<file path="config.mk">
export PLATFORM = sky130hd
export DESIGN_NAME = fft_bfly_sched
export DESIGN_NICKNAME = d
export VERILOG_FILES = /design/src/rtl/fft_bfly_sched.sv
export SDC_FILE = /design/constraint.sdc
export NUM_CORES = 1
export LEC_CHECK = 0
export CAP_MARGIN = 10
export CELL_PAD_IN_SITES_DETAIL_PLACEMENT = 1
export CELL_PAD_IN_SITES_GLOBAL_PLACEMENT = 1
export CORE_UTILIZATION = 43
export CTS_CLUSTER_DIAMETER = 200
export DETAILED_ROUTE_END_ITERATION = 8
export PLACE_DENSITY = 0.81
export REMOVE_ABC_BUFFERS = 1
export SETUP_SLACK_MARGIN = 0.15
export SLEW_MARGIN = 20
export SYNTH_ARGS = -nofsm -noshare
export SYNTH_HDL_FRONTEND = slang
export SYNTH_SLANG_ARGS = --single-unit
</file>
<file path="constraint.sdc">
create_clock -name clk -period 6.5 [get_ports clk]
set_clock_uncertainty 0.2 [all_clocks]
set_input_delay 1.3 -clock clk [delete_from_list [all_inputs] [get_ports clk]]
set_output_delay 1.3 -clock clk [all_outputs]
set_load 0.02 [all_outputs]
</file>
<file path="src/rtl/fft_bfly_sched.sv">
// Address sequencer for an in-place radix-2 DIT FFT over one shared butterfly datapath.
// Latency: first read one cycle after start; writeback PIPE_LAT enabled cycles after each read.
// Backpressure: en=0 freezes all state; rd_valid, wr_valid and done are masked while stalled.
module fft_bfly_sched #(
  parameter int N        = 1024,
  parameter int LOGN     = 10,
  parameter int PIPE_LAT = 3,
  localparam int SW      = $clog2(LOGN),
  localparam int KW      = LOGN - 1
) (
  input  logic            clk,
  input  logic            rst,
  input  logic            start,
  input  logic            en,
  output logic            busy,
  output logic            done,
  output logic [SW-1:0]   stage,
  output logic            rd_valid,
  output logic [LOGN-1:0] rd_addr_a,
  output logic [LOGN-1:0] rd_addr_b,
  output logic [KW-1:0]   tw_addr,
  output logic            wr_valid,
  output logic [LOGN-1:0] wr_addr_a,
  output logic [LOGN-1:0] wr_addr_b
);

  localparam int HALF = N / 2;
  localparam int FW   = (PIPE_LAT > 1) ? $clog2(PIPE_LAT) : 1;

  localparam logic [1:0] ST_IDLE  = 2'd0;
  localparam logic [1:0] ST_RUN   = 2'd1;
  localparam logic [1:0] ST_FLUSH = 2'd2;
  localparam logic [1:0] ST_DONE  = 2'd3;

  typedef struct packed {
    logic [LOGN-1:0] a;
    logic [LOGN-1:0] b;
    logic [KW-1:0]   tw;
  } rd_req_t;

  logic [1:0]    state;
  logic [SW-1:0] s_q;
  logic [KW-1:0] k_q;
  logic [FW-1:0] fl_q;

  logic [LOGN-1:0] ra_q;
  logic [LOGN-1:0] rb_q;
  logic [KW-1:0]   tw_q;

  logic [PIPE_LAT-1:0]           dl_vld;
  logic [PIPE_LAT-1:0][LOGN-1:0] dl_a;
  logic [PIPE_LAT-1:0][LOGN-1:0] dl_b;

  logic          iss;
  logic [SW-1:0] iss_s;
  logic [KW-1:0] iss_k;
  rd_req_t       nxt_req;

  logic last_k;
  logic last_flush;
  logic last_stage;

  // Butterfly k of stage s: the group index (k >> s) selects a block of 2*span points,
  // the low s bits of k select the offset inside it; twiddle stride halves each stage.
  function automatic rd_req_t bfly_addr(input logic [SW-1:0] s, input logic [KW-1:0] k);
    rd_req_t         r;
    logic [LOGN-1:0] kx;
    logic [LOGN-1:0] span;
    logic [LOGN-1:0] mask;
    logic [LOGN-1:0] hi;
    logic [KW-1:0]   kt;
    kx   = {1'b0, k};
    span = LOGN'(1) << s;
    mask = span - 1'b1;
    hi   = ((kx >> s) << s) << 1;
    kt   = k & mask[KW-1:0];
    r.a  = hi | (kx & mask);
    r.b  = r.a + span;
    r.tw = kt << (KW - int'(s));
    return r;
  endfunction

  assign last_k     = (k_q == KW'(HALF - 1));
  assign last_flush = (fl_q == FW'(PIPE_LAT - 1));
  assign last_stage = (s_q == SW'(LOGN - 1));

  // Decide whether the coming enabled edge issues a butterfly, and which one.
  always_comb begin
    iss   = 1'b0;
    iss_s = s_q;
    iss_k = '0;
    case (state)
      ST_IDLE: begin
        if (start) begin
          iss   = 1'b1;
          iss_s = '0;
        end
      end
      ST_RUN: begin
        if (!last_k) begin
          iss   = 1'b1;
          iss_k = k_q + 1'b1;
        end
      end
      ST_FLUSH: begin
        if (last_flush && !last_stage) begin
          iss   = 1'b1;
          iss_s = s_q + 1'b1;
        end
      end
      default: ;
    endcase
  end

  assign nxt_req = bfly_addr(iss_s, iss_k);

  // Sequencer: stage/butterfly counters and the drain gap between stages.
  always_ff @(posedge clk) begin
    if (rst) begin
      state <= ST_IDLE;
      s_q   <= '0;
      k_q   <= '0;
      fl_q  <= '0;
    end else if (en) begin
      case (state)
        ST_IDLE: begin
          if (start) begin
            state <= ST_RUN;
            s_q   <= '0;
            k_q   <= '0;
          end
        end
        ST_RUN: begin
          if (last_k) begin
            state <= ST_FLUSH;
            fl_q  <= '0;
          end else begin
            k_q <= k_q + 1'b1;
          end
        end
        ST_FLUSH: begin
          if (last_flush) begin
            if (last_stage) begin
              state <= ST_DONE;
            end else begin
              state <= ST_RUN;
              s_q   <= s_q + 1'b1;
              k_q   <= '0;
            end
          end else begin
            fl_q <= fl_q + 1'b1;
          end
        end
        default: begin
          state <= ST_IDLE;
          s_q   <= '0;
        end
      endcase
    end
  end

  // Registered read request; addresses hold between issues.
  always_ff @(posedge clk) begin
    if (rst) begin
      ra_q <= '0;
      rb_q <= '0;
      tw_q <= '0;
    end else if (en && iss) begin
      ra_q <= nxt_req.a;
      rb_q <= nxt_req.b;
      tw_q <= nxt_req.tw;
    end
  end

  // Writeback delay line, advanced in lockstep with the datapath.
  always_ff @(posedge clk) begin
    if (rst) begin
      dl_vld <= '0;
      dl_a   <= '0;
      dl_b   <= '0;
    end else if (en) begin
      for (int i = PIPE_LAT - 1; i > 0; i--) begin
        dl_vld[i] <= dl_vld[i-1];
        dl_a[i]   <= dl_a[i-1];
        dl_b[i]   <= dl_b[i-1];
      end
      dl_vld[0] <= (state == ST_RUN);
      dl_a[0]   <= ra_q;
      dl_b[0]   <= rb_q;
    end
  end

  assign busy      = (state == ST_RUN) || (state == ST_FLUSH);
  assign done      = en && (state == ST_DONE);
  assign stage     = s_q;
  assign rd_valid  = en && (state == ST_RUN);
  assign rd_addr_a = ra_q;
  assign rd_addr_b = rb_q;
  assign tw_addr   = tw_q;
  assign wr_valid  = en && dl_vld[PIPE_LAT-1];
  assign wr_addr_a = dl_a[PIPE_LAT-1];
  assign wr_addr_b = dl_b[PIPE_LAT-1];

endmodule

</file>
==> metrics.log <==
[metrics] hold slack final: roughly 0.26 ns
[metrics] final sum of negative setup slack: 0 ns
[metrics] starting density of the core: 0.4467
[metrics] Routed WL per cell: around 18 um
[metrics] Power Internal: just over 1000 uW
[metrics] total routing resource utilization after global routing: 0.2507
[metrics] via/cell ratio: between 5 and 6
[metrics] Worst Tran Pin Value: 1.002 ns
[metrics] wire length of the first global-routing pass: ~29000 um
[metrics] FF+latch area: ~2200 um^2
[metrics] Pleak: roughly 0.0028 uW
[metrics] run status: finished clean
[metrics] post-synthesis sequential element count: ~110
[metrics] count of mapped cells out of synthesis: approximately 750
[metrics] total number of H-tree levels: 3
[metrics] number of nets in the layout: between 700 and 800
[metrics] top library cells by usage in the layout, fill and taps aside: sky130_fd_sc_hd__nor2_1, sky130_fd_sc_hd__dfxtp_1, sky130_fd_sc_hd__nand2_1
[metrics] Mapped Avg Cell Area: about 8.0 um^2
[metrics] post-synthesis share of cell area spent on and, or, nand and nor gates: 0.2130
[metrics] post-route design area: between 6000 and 7000 um^2
[metrics] growth of design area from synthesis to finish: 15.30%
[metrics] count of pins on the block boundary: between 60 and 70
[metrics] type of the most critical hold path: reg -> reg
[metrics] main combinational cell family by area after synthesis: simple AND/OR/NAND/NOR gates
[metrics] areal power density over the cells: 202.0 nW/um^2
[metrics] DRC violations left: 0
[metrics] worst reg-to-reg setup slack: roughly 0.7 ns
[metrics] worst path required time: approximately 6.6 ns
[metrics] Max-Cap Viols: 0
[metrics] Clk network pwr share: 0.383
[metrics] ratio of cells with drive above 1 in the final layout: 0.06210
[metrics] most common cell after layout, fill and taps aside: sky130_fd_sc_hd__nor2_1
[metrics] number of library cell types mapped by synthesis: 63
[metrics] multiplexer area fraction after synthesis: 0.1164
[metrics] Flop pwr share: 0.499
[metrics] via count of the routed design: between 5000 and 6000
[metrics] largest cells by area after synthesis: sky130_fd_sc_hd__dfxtp_1, sky130_fd_sc_hd__mux2i_1, sky130_fd_sc_hd__nor2_1, sky130_fd_sc_hd__nand2_1, sky130_fd_sc_hd__ha_1
[metrics] FFs w/ async S/R, synth: 0
[metrics] number of buffers created by CTS: 9
[metrics] timing-limited maximum frequency: 169.1 MHz
[metrics] maximum number of pins on one net before global-route repair: 64
[metrics] Max rail drop VDD: 0.1234 mV
[metrics] number of cell rows: 42
[metrics] share of synthesized cell area in full adder, half adder and majority cells: 0.04306
[metrics] cell at the root of the clock tree: sky130_fd_sc_hd__clkbuf_16
[metrics] crit path setup slack, layout: between 0.5 and 0.6 ns
[metrics] Post-Synth XOR/XNOR Area: 0.01610
[metrics] area occupied by multi-input gates: between 3000 and 4000 um^2
[metrics] core area: roughly 13000 um^2
[metrics] netlist area before placement: roughly 6000 um^2
[metrics] clock tree sinks: 109
[metrics] Critical Path AT: between 5 and 6 ns
[metrics] port buffer count: 60
[metrics] worst-case clock buffer depth: 2
[metrics] CTS-repair resized insts: 0
[metrics] most area-hungry cell type in the Yosys netlist: sky130_fd_sc_hd__dfxtp_1
[metrics] number of setup buffers added after CTS: 0
[metrics] worst slack, placed: 0.3016 ns
[metrics] clock latency reported for the late side of the worst-skew pair: 0.36 ns
[metrics] yosys warns: 0
[metrics] CTS tree: yes
[metrics] Top FF cell, synth: sky130_fd_sc_hd__dfxtp_1
[metrics] global route overflow: 0
[metrics] DPL Wire Length: roughly 12000 um
[metrics] sequential fraction of the synthesis area: 0.3645
[metrics] die boundary height: around 120 um
[metrics] vias in the first global route: 5619
[metrics] fraction of the cycle the final worst path needs: 0.9098
[metrics] remaining antenna violation count: 0
[metrics] number of hold-slack violations in the final timing report: 0
[metrics] clock transition at the registers of the reported paths: 0.07 ns
[metrics] horizontal die dimension: about 120 um
[metrics] startpoint class of the critical path: primary input
[metrics] number of failing setup endpoints in the final timing report: 0
[metrics] Sw Pwr: slightly below 400 uW
[metrics] die footprint: between 10000 and 15000 um^2
[metrics] placed cell area: about 6600 um^2
[metrics] detailed-router iteration count before antenna repair: 5
[metrics] area share of the leading cell type in the synthesized netlist: 0.3645
[metrics] drt initial violations: 328
[metrics] filler cell count: roughly 1600
[metrics] number of pins exceeding their max-slew limit in the final report: 0
[metrics] Post-CTS Hold Buffers: 0
[metrics] relative contribution of combinational cells to total power: 0.118
[metrics] initial antenna violation count: 0
[metrics] complex-gate fraction of the synthesized area: 0.1775
[metrics] weighted congestion at the end of routability-driven global placement: between 0.9 and 1
[metrics] Crit Path Category: in -> reg
[metrics] wire length reported by the detailed router: 17260 um
[metrics] Max Fanout on Critical Path: 5
[metrics] RSZ-0062 raised after global routing: no
[metrics] switching share of power: 0.2768
[metrics] ANT cells: 0
[metrics] EDFF count, synth: 0
[metrics] Setup crit end kind: flip-flop
[metrics] Slew Limit Headroom: 0.3320
[metrics] clock period minus worst slack: slightly below 6 ns
## cells by family after synthesis
family	after synthesis
compound gates	158
xor+xnor	11
fa+ha+maj	20
buf+inv	87
flops	109
mux	69
other cells	1
simple gates	291
## power by group through the flow
stage                     Sequential (uW)  Combinational, uW  Clock, uW
after global routing                  697                180        573
after detailed placement              711                165          0
after CTS                             696                166        546
final                                 695                165        534
after floorplan                       719               77.4          0
after global placement                710                158          0
## cells in the mapped netlist (4+ instances only)
cell type	n
sky130_fd_sc_hd__mux2i_1	67
sky130_fd_sc_hd__clkbuf_1	32
sky130_fd_sc_hd__a21oi_1	47
sky130_fd_sc_hd__a2111oi_0	5
sky130_fd_sc_hd__a21o_1	8
sky130_fd_sc_hd__or3_1	7
sky130_fd_sc_hd__o21ai_0	23
sky130_fd_sc_hd__dfxtp_1	109
sky130_fd_sc_hd__and3_1	5
sky130_fd_sc_hd__buf_2	8
sky130_fd_sc_hd__nor2b_1	6
sky130_fd_sc_hd__nor3_1	18
sky130_fd_sc_hd__buf_4	20
sky130_fd_sc_hd__inv_1	15
sky130_fd_sc_hd__o21a_1	5
sky130_fd_sc_hd__o211ai_1	6
sky130_fd_sc_hd__nor4_1	4
sky130_fd_sc_hd__nand2_1	72
sky130_fd_sc_hd__nor2_1	132
sky130_fd_sc_hd__ha_1	19
sky130_fd_sc_hd__a211oi_1	17
sky130_fd_sc_hd__a22oi_1	5
sky130_fd_sc_hd__nand4_1	9
sky130_fd_sc_hd__buf_1	12
sky130_fd_sc_hd__nand3_1	20
sky130_fd_sc_hd__nand2b_1	5
sky130_fd_sc_hd__xnor2_1	8
## critical path, cell delays in order
cell                              delay [ns]
sky130_fd_sc_hd__clkdlybuf4s50_1        0.58
sky130_fd_sc_hd__nor2b_1                0.15
sky130_fd_sc_hd__o311ai_1               0.51
sky130_fd_sc_hd__a221oi_1               0.21
sky130_fd_sc_hd__a2111oi_0              0.63
sky130_fd_sc_hd__a211oi_1               0.15
sky130_fd_sc_hd__a32oi_1                0.28
sky130_fd_sc_hd__o311ai_1               0.17
sky130_fd_sc_hd__ha_1                   0.36
sky130_fd_sc_hd__a21o_1                 0.20
sky130_fd_sc_hd__a21o_1                 0.18
sky130_fd_sc_hd__a21oi_1                0.23
sky130_fd_sc_hd__o21ai_0                0.21
sky130_fd_sc_hd__nand3_1                0.13
sky130_fd_sc_hd__nand2_1                0.11
sky130_fd_sc_hd__or3_1                  0.36
sky130_fd_sc_hd__a32o_1                 0.22
## routing by layer
metal,vias to the layer above,GRT usage,wire (um)
met4,0,0.09063,325
met1,2697,0.3118,7840
met5,-,0,0
met2,117,0.4303,8462
li1,2661,-,-
met3,26,0.04468,635
## final timing paths
kind                                         startpoint                        end  cells past startpoint
worst max-delay path                              start  rd_addr_b[9]$_SDFFE_PP0P_                     17
worst min-delay path            tw_addr[0]$_SDFFE_PP0P_    tw_addr[0]$_SDFFE_PP0P_                      2
worst max register to register      k_q[0]$_SDFFE_PP0P_  rd_addr_b[9]$_SDFFE_PP0P_                     21
worst min register to register  tw_addr[0]$_SDFFE_PP0P_    tw_addr[0]$_SDFFE_PP0P_                      2
## layout make-up
| type | count | area share |
|---|---|---|
| flip-flops and latches | 109 | 0.3162 |
| inverters | 15 | 0.008158 |
| well taps | 176 | 0.03191 |
| multi-input cells | 550 | 0.4915 |
| clock inverters | 7 | 0.008339 |
| repair buffers | 83 | 0.1113 |
| clock buffers | 9 | 0.03263 |
## through the flow
step	utilization	instances	total power, uW
2_1_floorplan	-	674	796.9
3_3_place_gp	0.4939	933	868.2
3_5_place_dp	0.4939	933	876.0
4_1_cts	0.5150	949	1408
5_1_grt	0.5150	949	1450
6_report	0.5150	949	1394
## state kept, by name, indices dropped and copies added, names as in the netlist
signal	flops
tw_addr	9
wr_addr_a	10
dl_b	20
rd_addr_a	10
rd_addr_b	10
fl_q	2
wr_addr_b	10
k_q	9
dl_a	20
state	2
dl_vld	3
stage	4
Power figures use the tool's default switching activity.
